<file path="config.mk">
export PLATFORM = sky130hd
export DESIGN_NAME = systolic_exec
export DESIGN_NICKNAME = d
export VERILOG_FILES = /design/src/rtl/systolic_exec.sv
export SDC_FILE = /design/constraint.sdc
export NUM_CORES = 1
export LEC_CHECK = 0
export CAP_MARGIN = 20
export CORE_AREA = 4 4 63 65
export CTS_CLUSTER_DIAMETER = 40
export CTS_CLUSTER_SIZE = 8
export DETAILED_ROUTE_END_ITERATION = 10
export DIE_AREA = 0 0 67 69
export PLACE_DENSITY = 0.56
export SLEW_MARGIN = 0
export SYNTH_ARGS = -nofsm -noshare
export SYNTH_HDL_FRONTEND = slang
export SYNTH_SLANG_ARGS = --single-unit
</file>
<file path="constraint.sdc">
create_clock -name clk -period 2.2 [get_ports clk]
set_input_delay 0.33 -clock clk [delete_from_list [all_inputs] [get_ports clk]]
set_output_delay 0.33 -clock clk [all_outputs]
set_load 0.005 [all_outputs]
</file>
<file path="src/rtl/systolic_exec.sv">
// rtl/systolic_exec.sv - instruction executor driving the 4x4 systolic array strobes
// Decodes one sequencer instruction at a time and answers with a one-cycle done pulse.
module systolic_exec #(
    parameter int FLUSH_CYCLES = 7
) (
    input  logic       clk,
    input  logic       rst,
    input  logic [4:0] instruction,
    input  logic       array_ready,
    output logic       systolic_array_done,
    output logic       busy,
    output logic       w_load,
    output logic [1:0] w_row,
    output logic [2:0] w_bank,
    output logic       a_valid,
    output logic [2:0] a_idx,
    output logic       acc_clr,
    output logic       rd_en,
    output logic [1:0] rd_row
);

    typedef enum logic [2:0] {
        S_IDLE, S_LOADW, S_STREAM, S_FLUSH, S_DRAIN, S_CLEAR, S_DONE
    } state_t;

    localparam bit         NO_FLUSH   = (FLUSH_CYCLES == 0);
    localparam logic [3:0] FLUSH_LAST = NO_FLUSH ? 4'd0 : 4'(FLUSH_CYCLES - 1);

    state_t     state, state_next;
    logic [2:0] cnt, cnt_next;
    logic [3:0] fcnt, fcnt_next;
    logic [1:0] op, op_next;
    logic [2:0] arg, arg_next;

    always_ff @(posedge clk or negedge rst) begin
        if (!rst) begin
            state <= S_IDLE;
            cnt   <= 3'd0;
            fcnt  <= 4'd0;
            op    <= 2'd0;
            arg   <= 3'd0;
        end else begin
            state <= state_next;
            cnt   <= cnt_next;
            fcnt  <= fcnt_next;
            op    <= op_next;
            arg   <= arg_next;
        end
    end

    // Strobes follow array_ready directly so a stalled cycle costs exactly one cycle.
    always_comb begin
        state_next          = state;
        cnt_next            = cnt;
        fcnt_next           = fcnt;
        op_next             = op;
        arg_next            = arg;
        systolic_array_done = 1'b0;
        busy                = (state != S_IDLE);
        w_load              = 1'b0;
        w_row               = 2'd0;
        w_bank              = 3'd0;
        a_valid             = 1'b0;
        a_idx               = 3'd0;
        acc_clr             = 1'b0;
        rd_en               = 1'b0;
        rd_row              = 2'd0;
        case (state)
            S_IDLE: begin
                if (instruction != 5'd0) begin
                    op_next   = instruction[4:3];
                    arg_next  = instruction[2:0];
                    cnt_next  = 3'd0;
                    fcnt_next = 4'd0;
                    case (instruction[4:3])
                        2'b00:   state_next = S_LOADW;
                        2'b01:   state_next = S_STREAM;
                        2'b10:   state_next = S_DRAIN;
                        default: state_next = S_CLEAR;
                    endcase
                end
            end
            S_LOADW: begin
                w_load = array_ready;
                w_row  = cnt[1:0];
                w_bank = arg;
                if (array_ready) begin
                    cnt_next = cnt + 3'd1;
                    if (cnt == 3'd3) state_next = S_DONE;
                end
            end
            S_STREAM: begin
                a_valid = array_ready;
                a_idx   = cnt;
                if (array_ready) begin
                    cnt_next = cnt + 3'd1;
                    if (cnt == arg) state_next = NO_FLUSH ? S_DONE : S_FLUSH;
                end
            end
            S_FLUSH: begin
                fcnt_next = fcnt + 4'd1;
                if (fcnt == FLUSH_LAST) state_next = S_DONE;
            end
            S_DRAIN: begin
                rd_en  = array_ready;
                rd_row = cnt[1:0];
                if (array_ready) begin
                    cnt_next = cnt + 3'd1;
                    if (cnt == 3'd3) state_next = S_DONE;
                end
            end
            S_CLEAR: begin
                acc_clr = array_ready;
                if (array_ready) state_next = S_DONE;
            end
            S_DONE: begin
                systolic_array_done = 1'b1;
                state_next          = S_IDLE;
            end
            default: state_next = S_IDLE;
        endcase
    end

endmodule

</file>
== Yosys cells after proc, flatten, opt, wreduce, memory -nomap -nowiden ==
Index checks and enable logic that the tools add are counted.

* Flip-flop bits (word level): 13
* Input bits: 8
* Word-level logic and storage cells: 60
* Output and inout port bits: 16

* Eq/ne operators: 19
* Multiplexer cells: 23
* Add/sub/neg operators: 2
* Reduce and logical (&&, ||, !) cells: 12

{| class="wikitable"
|+ Operators by type and width
! cell !! number
|-
| $mux W3 || 11
|-
| $pmux W3 S5 || 1
|-
| $ne A2 B2 Y1 const B || 5
|-
| $eq A3 B2 Y1 const B || 3
|-
| $eq A3 B3 Y1 const B || 3
|-
| $pmux W3 S3 || 1
|-
| $pmux W4 S2 || 1
|-
| $reduce_and A7 Y1 || 1
|-
| $ne A2 B1 Y1 const B || 3
|-
| $pmux W3 S2 || 1
|-
| $mux W1 || 5
|-
| $reduce_bool A5 Y1 || 1
|-
| $add A4 B1 Y4 const B || 1
|-
| $eq A4 B3 Y1 const B || 1
|-
| $mux W2 || 2
|-
| $mux W4 || 1
|-
| $reduce_and A2 Y1 || 2
|-
| $reduce_bool A2 Y1 || 2
|-
| $add A3 B1 Y3 const B || 1
|-
| $eq A3 B1 Y1 const B || 1
|-
| $eq A3 B3 Y1 || 1
|-
| $logic_not A3 Y1 || 1
|-
| $reduce_and A3 Y1 || 1
|-
| $reduce_bool A3 Y1 || 1
|-
| 5 further kinds || 5
|}

== Longest topological paths before layout ==
Gate-level depths: netlist of run 1.

* Depth after elaboration: 4
* Gate-level depth with buffers: 6
* Mapped depth without buffers: 6

== Least setup slack after synthesis of run 1 ==
No wires, ideal clock.

* Kind: reg2reg
* Start: register cnt[0]
* End: register state[2]
* Period minus slack after synthesis: 1749 ps
* Setup time: 124 ps
* Stages on the path, launching flop included: 7
* Data arrival time: 1625 ps
* Buffers on the path: 0
* Path slack: 451 ps
* Data required time: 2076 ps
* Cell sequence: dfrtp_1 > ha_1 > ha_1 > a21o_1 > a211oi_1 > nor3_1 > a211o_1

* Word-level cells in the longest chain between the ends: 3
* Elaborated cells on any way between the ends: 5
* Those cells by class: eq/ne (4); reduce/logical (1)

{| class="wikitable"
|+ Ends and longest elaborated chain
! element !! line !! text
|-
| start, declared || 30 || <nowiki>logic [2:0] cnt, cnt_next;</nowiki>
|-
| start signal, assigned || 44 || <nowiki>cnt <= cnt_next;</nowiki>
|-
| $eq A3 B3 Y1 / $eq A3 B2 Y1 (equally long branches) || 97, 89, 109 ||
|-
| $ne A2 B2 Y1 (no source line) / $ne A2 B1 Y1 (equally long branches) || -- ||
|-
| $reduce_and A7 Y1 (no source line) * || -- ||
|-
| end signal, assigned || 43 || <nowiki>state <= state_next;</nowiki>
|-
| end, declared || 29 || <nowiki>state_t state, state_next;</nowiki>
|}

Mark *: on every way between the ends. The rest lies on a longest branch, timed or not.
A chain may end at the register's enable or synchronous reset.

== Final worst setup path of run 1 ==
* Start: register state[2]
* End: output rd_row[0]

* Word-level cells in the longest chain between the ends: 2

{| class="wikitable"
|+ Ends and longest elaborated chain
! element !! line !! text
|-
| $eq A3 B3 Y1 || 68 || <nowiki>case (state)</nowiki>
|-
| $mux W2 || 68 ||
|-
| end, declared || 19 || <nowiki>output logic [1:0] rd_row</nowiki>
|}

Every way passes these cells.

==> results of run 1 <==
[metrics by stage]
step                      cell area [µm²]  total power (W)  hold slack [ps]  setup slack, ps  utilization
after CTS                            1330          0.00142              457             11.0        0.397
after floorplan                       996         0.000961             34.4              451            -
after global placement               1300          0.00125              515              174        0.389
after global routing                 1360          0.00158              480             1.91        0.406
final                                1360          0.00145              437              104        0.406
after detailed placement             1300          0.00126              522              130        0.389
[cell usage in the layout (no fill, tap or decap), types with 2 or more instances in the layout]
cell,Yosys,final
xnor2_1,3,3
xor2_1,2,2
and2_1,11,11
a22o_1,3,3
inv_1,7,7
nand2_1,3,3
nand3_1,6,6
ha_1,7,7
clkdlybuf4s50_1,0,23
nor3_1,2,2
and2_2,3,3
nor2_1,4,4
and3_1,2,2
dfrtp_1,13,11
nor3b_1,3,3
o21ai_0,4,4
a21oi_1,3,3
buf_4,2,9
dfrtp_2,0,2
clkbuf_4,0,3
nor2b_1,2,2
[power by group]
| part | internal [W] | switching, W |
|---|---|---|
| Combinational | 0.000458 | 0.000378 |
| Clock | 0.0000702 | 0.0000784 |
| Sequential | 0.000331 | 0.000131 |
[registers in the layout, indices dropped and copies added, names as in the netlist]
register	count
arg	3
cnt	3
fcnt	4
state	3
[logic make-up (layout without fill, tap and decap cells)]
kind of cell    count (synthesis)  count (layout)  synth area share
buf+inv                        11              43            0.0578
fa+ha+maj                       7               7            0.0879
xor+xnor                        5               5            0.0440
compound gates                 21              21             0.171
flops                          13              13             0.327
mux                             1               1            0.0151
simple gates                   46              46             0.298
[worst reg2reg max path, cell delays in order, from the launching register on]
cell	delay (ps)
dfrtp_1	460
ha_1	230
ha_1	190
a21o_1	150
a211oi_1	400
nor3_1	100
a211o_1	310
[layout make-up]
cell class / instances / area (µm²) / area share
Inverter: 7 / 26.3 / 0.0194
Sequential cell: 13 / 328 / 0.242
Multi-Input combinational cell: 80 / 619 / 0.457
Clock buffer: 4 / 26.3 / 0.0194
Timing Repair Buffer: 32 / 298 / 0.220
Tap cell: 46 / 57.6 / 0.0425
[final timing paths]
kind | startpoint | endpoint | cells past startpoint
max in group asynchronous | rst | state[1] | 1
hold reg to reg | fcnt[3] | fcnt[3] | 2
setup reg to reg | cnt[0] | state[2] | 6
setup / recovery | state[2] | rd_row[0] | 4
min in group clk | fcnt[3] | fcnt[3] | 2
hold / removal | rst | state[0] | 1
[routing by layer]
metal,vias to the layer above,part of all wire
li1,430,-
met1,429,0.43
met2,20,0.52
met3,2,0.040
met4,0,0.011
met5,-,0
[timing repair]
action / CTS / global route
pin swaps: 0 / 1
gates resized for setup: 1 / 2
buffers inserted: 0 / 3
endpoints found under the setup margin: 9 / 10
hold buffers: 0 / 0
==> reports/metrics.yaml, run 1 <==
place:
  io_buffers: 23
  dp_hpwl_um: 1910
  globalplace.congestion: 0.808
  placed_cells: 175
global_routing:
  track_usage: 0.111
  grt_first_pass_wirelength_um: 4010
  antenna_found_initial: 0
  grt_overflow_total: 0
  use_met1: 0.137
  top_usage_layer: "met2"
  grt_max_degree: 14
  use_met2: 0.184
  use_met3: 0.0146
  grt_pass1_vias: 845
power:
  vdd_drop_max_uv: 284
  power.density_nw_per_um2: 1070
  power.leakage_nw: 0.593
synthesis:
  synth_edf_count: 0
  synth_cell_type_count: 42
  synth_area_um2: 996
  synth_area_leaders: "dfrtp_1 33%, ha_1 8.8%, and2_1 6.9%, nand3_1 3.0%, inv_1 2.6%"
  synth-seq-cells: 13
  synthTopCellsByCount: "13 x dfrtp_1, 11 x and2_1, 7 x ha_1, 7 x inv_1, 6 x nand3_1"
  syn_inst: 104
  async_flop_share: 1.00
  synth.yosys.seq_area_share: 0.327
  yosysTopAreaCellShare: 0.327
  syn_area_per_cell_um2: 9.58
  syn-num-nets: 119
  synth_flop_cell: "dfrtp_1"
  yosysMostFrequentCell: "dfrtp_1"
  synth_largest_area_cell: "dfrtp_1"
  yosys_warnings: 0
routing:
  dr_total_vias: 881
  viasPerCell: 4.84
  drcViolationCount: 0
  ant_nets: 0
  drt_pass1_iterations: 4
  first_iter_violations: 57
  wl_per_cell_um: 13.3
  drt-total-wl_um: 2420
worst_setup_path:
  cp.arrival_ps: 1770
  cp_slowest_cell: "clkdlybuf4s50_1"
  cp-end-kind: "output pin"
  reg2reg_slack_ps: 240
  path_buf_inv: 2
  cp_max_fo: 9
  max_stage_delay_ps: 500
  cp-start-kind: "register"
  path_delay_family: "buffers and inverters"
  criticalPathCategory: "reg2out"
  worst_ep_required_time_ps: 1870
  worstPathCellList: "nor3b_1 -> buf_4 -> and2_2 -> clkdlybuf4s50_1"
sta:
  grt_setup_unrepaired: "no"
  clock.fmax_mhz: 477
  worstMarginPinSlew_ps: 619
  finalSetupTns_ps: 0
  hold_viol: 0
  period_minus_slack_ps: 2100
  finClkSkew_ps: 1.92
  setup_violations: 0
  finalCritPeriodShare: 0.953
  slew_headroom: 0.586
  finalMaxSlewViolations: 0
clock_network:
  clock-root-buffer: "clkbuf_4"
  cts_made_buffers: 3
  htree_levels: 1
  clk_pin_slew_ps: 80
  clock_latency_ps: 270
  clk_path_buf_depth: 2
  cts_num_sinks: 13
  cts_tree: "done"
run_status:
  outcome: "finished, final reports clean"
min_path:
  hp-class: "in2async"
floorplan:
  die_h_um: 69
  die_area_um2: 4620
  start_util: 0.298
  rows: 21
  die_w_um: 67
  io_pins: 24
  core_area_um2: 3340
finish:
  fillCellCount: 340
  instances_no_fill: 182
  drive_above_1_share: 0.184
  finalNetCount: 152
  area_growth_pct: 36.1
  num_antenna_cells: 0
flow_run:
  max_cap_viol_count: 0
(Power assumes the default switching activity.)
==> run 2: changes to the inputs <==
Settings changed: DONT_BUFFER_PORTS from default to 1, PLACE_DENSITY 0.56 to 0.47, TNS_END_PERCENT from default to 5.
==> run 2 against run 1 <==
Die area is the same. Combinational power shrank 20%. Critical path depth grew 2. Sequential power shrank 3%. Via count shrank 14%. Critical endpoint is now state[2]. Highest routed layer unchanged.
==> reports/metrics.yaml, run 2 (synthesis results as in run 1) <==
routing:
  drt_pass1_iterations: 4  # unchanged
  drcViolationCount: 0  # unchanged
  viasPerCell: 4.84  # about the same
  first_iter_violations: 59  # +3.5%
  wl_per_cell_um: 14.8  # +11%
  ant_nets: 0  # unchanged
  drt-total-wl_um: 2310  # -4.7%
  dr_total_vias: 755  # -14%
worst_setup_path:
  path_delay_family: "compound AO/OA/AOI/OAI gates"
  cp-end-kind: "register"
  r2r_cells: 6  # unchanged
  criticalPathCategory: "reg2reg"
  cp-start-kind: "register"
  path_buf_inv: 0  # -2
  cp_slowest_cell: "dfrtp_1"
  max_stage_delay_ps: 450  # -50 ps
  worst_ep_required_time_ps: 2380  # +510 ps
  cp.depth: 6  # +2
  worstPathCellList: "ha_1 -> ha_1 -> a21o_1 -> a211oi_1 -> nor3_1 -> a211o_1"
  cp_common_cell: "ha_1"
  cp.arrival_ps: 2070  # +300 ps
  cp_max_fo: 7  # -2
finish:
  design_area_um2: 1100  # -19%
  final_cell_mix: "13 x dfrtp_1, 11 x and2_1, 7 x inv_1, 7 x ha_1, 6 x nand3_1"
  largest_register_ffs: 4  # unchanged
  area_growth_pct: 10.2
  drive_above_1_share: 0.182  # -0.00201
  top_register: "fcnt"
  finalNetCount: 126  # -17%
  final_common_cell: "dfrtp_1"
  num_antenna_cells: 0  # unchanged
  fillCellCount: 358  # +5.3%
floorplan:
  start_util: 0.298  # unchanged
  die_h_um: 69  # unchanged
  rows: 21  # unchanged
  die_w_um: 67  # unchanged
  die_area_um2: 4620  # unchanged
  core_area_um2: 3340  # unchanged
  io_pins: 24  # unchanged
clock_network:
  clk_pin_slew_ps: 90  # about the same
  cts_setup_buffers: 0  # unchanged
  cts_tree: "done"
  cts_num_sinks: 13  # unchanged
  clock_latency_ps: 290  # +20 ps
  clock-root-buffer: "clkbuf_4"
  ctsResizeCount: 0  # -1
  clk_path_buf_depth: 2  # unchanged
  holdBufCountCts: 1  # +1
  cts_made_buffers: 3  # unchanged
  htree_levels: 1  # unchanged
sta:
  setup_violations: 0  # unchanged
  finalMaxSlewViolations: 0  # unchanged
  finalCritPeriodShare: 0.858  # -0.0946
  period_minus_slack_ps: 1890  # -208 ps
  finalSetupTns_ps: 0  # unchanged
  clock.fmax_mhz: 530  # +11%
  grt_setup_unrepaired: "no"
  worstMarginPinSlew_ps: 639  # +19.7 ps
  slew_headroom: 0.573  # -0.0133
  hold_viol: 0  # unchanged
  finClkSkew_ps: 5.97  # +4.05 ps
  fin_ws_ps: 312  # +208 ps
power:
  vdd_drop_max_uv: 336  # +18%
  power.density_nw_per_um2: 1160  # +9.0%
  power.leakage_nw: 0.496  # -16%
place:
  dpl_cell_area_um2: 1060  # -18%
  globalplace.congestion: 0.790  # -2.3%
  dp_slack_ps: 314  # +184 ps
  io_buffers: 0  # -100%
  dp_hpwl_um: 1800  # -5.3%
min_path:
  hp-class: "in2reg"
  hold_path_depth: 1
run_status:
  outcome: "finished, final reports clean"
global_routing:
  grt_first_pass_wirelength_um: 3790  # -5.5%
  antenna_found_initial: 0  # unchanged
  track_usage: 0.108  # -0.00283
  grt_overflow_total: 0  # unchanged
  grt_max_degree: 14  # unchanged
  grt_pass1_vias: 799  # -5.4%
flow_run:
  max_cap_viol_count: 0  # unchanged
-- run 2: cell count changes in the layout (fill, tap and decap cells not counted) --
cell | before | now
clkdlybuf4s50_1 | 23 | 0
dlygate4sd3_1 | 0 | 1
dfrtp_2 | 2 | 0
buf_4 | 9 | 5
nor3b_4 | 1 | 0
dfrtp_1 | 11 | 13
clkinv_2 | 0 | 1
nor3b_2 | 0 | 1
clkbuf_1 | 1 | 0
-- run 2: power breakdown --
| part | switching, W | leakage [nW] | internal (W) | total, W |
|---|---|---|---|---|
| sequential | 0.000122 | 0.169 | 0.000327 | 0.000448 |
| clock | 0.0000904 | 0.0177 | 0.0000675 | 0.000158 |
| combinational | 0.000348 | 0.310 | 0.000324 | 0.000671 |
-- run 2: per-layer routing --
metal  vias up  global-route usage  part of all wire
li1        378                   -                 -
met1       357               0.123              0.45
met2        18               0.179              0.47
met3         2              0.0487             0.068
met4         0              0.0293            0.0082
met5         -                   0                 0
-- run 2: final timing paths --
kind / startpoint / to / slack (ps)
worst max-delay path: cnt[0] / state[2] / 310
worst min-delay path: instruction[0] / arg[0] / 190
worst max register to register: cnt[0] / state[2] / 310
worst min register to register: fcnt[3] / fcnt[3] / 540
max in group asynchronous: rst / arg[1] / 1290
min in group asynchronous: rst / state[1] / 490
-- run 2: stage by stage --
step	hold slack (ps)	total power [W]	util	std cells
2_1_floorplan	34.4	0.000961	-	104
3_3_place_gp	34.8	0.00113	0.318	151
3_5_place_dp	34.8	0.00112	0.318	151
4_1_cts	174	0.00130	0.329	156
5_1_grt	170	0.00140	0.329	156
6_report	188	0.00128	0.329	156
-- run 2: worst reg2reg max path, cell delays in order, from the launching register on --
cell and delay (ps):
dfrtp_1 450, ha_1 220, ha_1 190, a21o_1 150, a211oi_1 370, nor3_1 100
a211o_1 300
-- run 2: layout make-up --
class | instances | area, µm² | share of cell area
Tap cell | 46 | 57.6 | 0.0525
Clock buffer | 3 | 22.5 | 0.0205
Timing Repair Buffer | 6 | 47.5 | 0.0433
Multi-Input combinational cell | 80 | 613 | 0.559
Inverter | 7 | 26.3 | 0.0239
Sequential cell | 13 | 325 | 0.296
Clock inverter | 1 | 5.00 | 0.00456
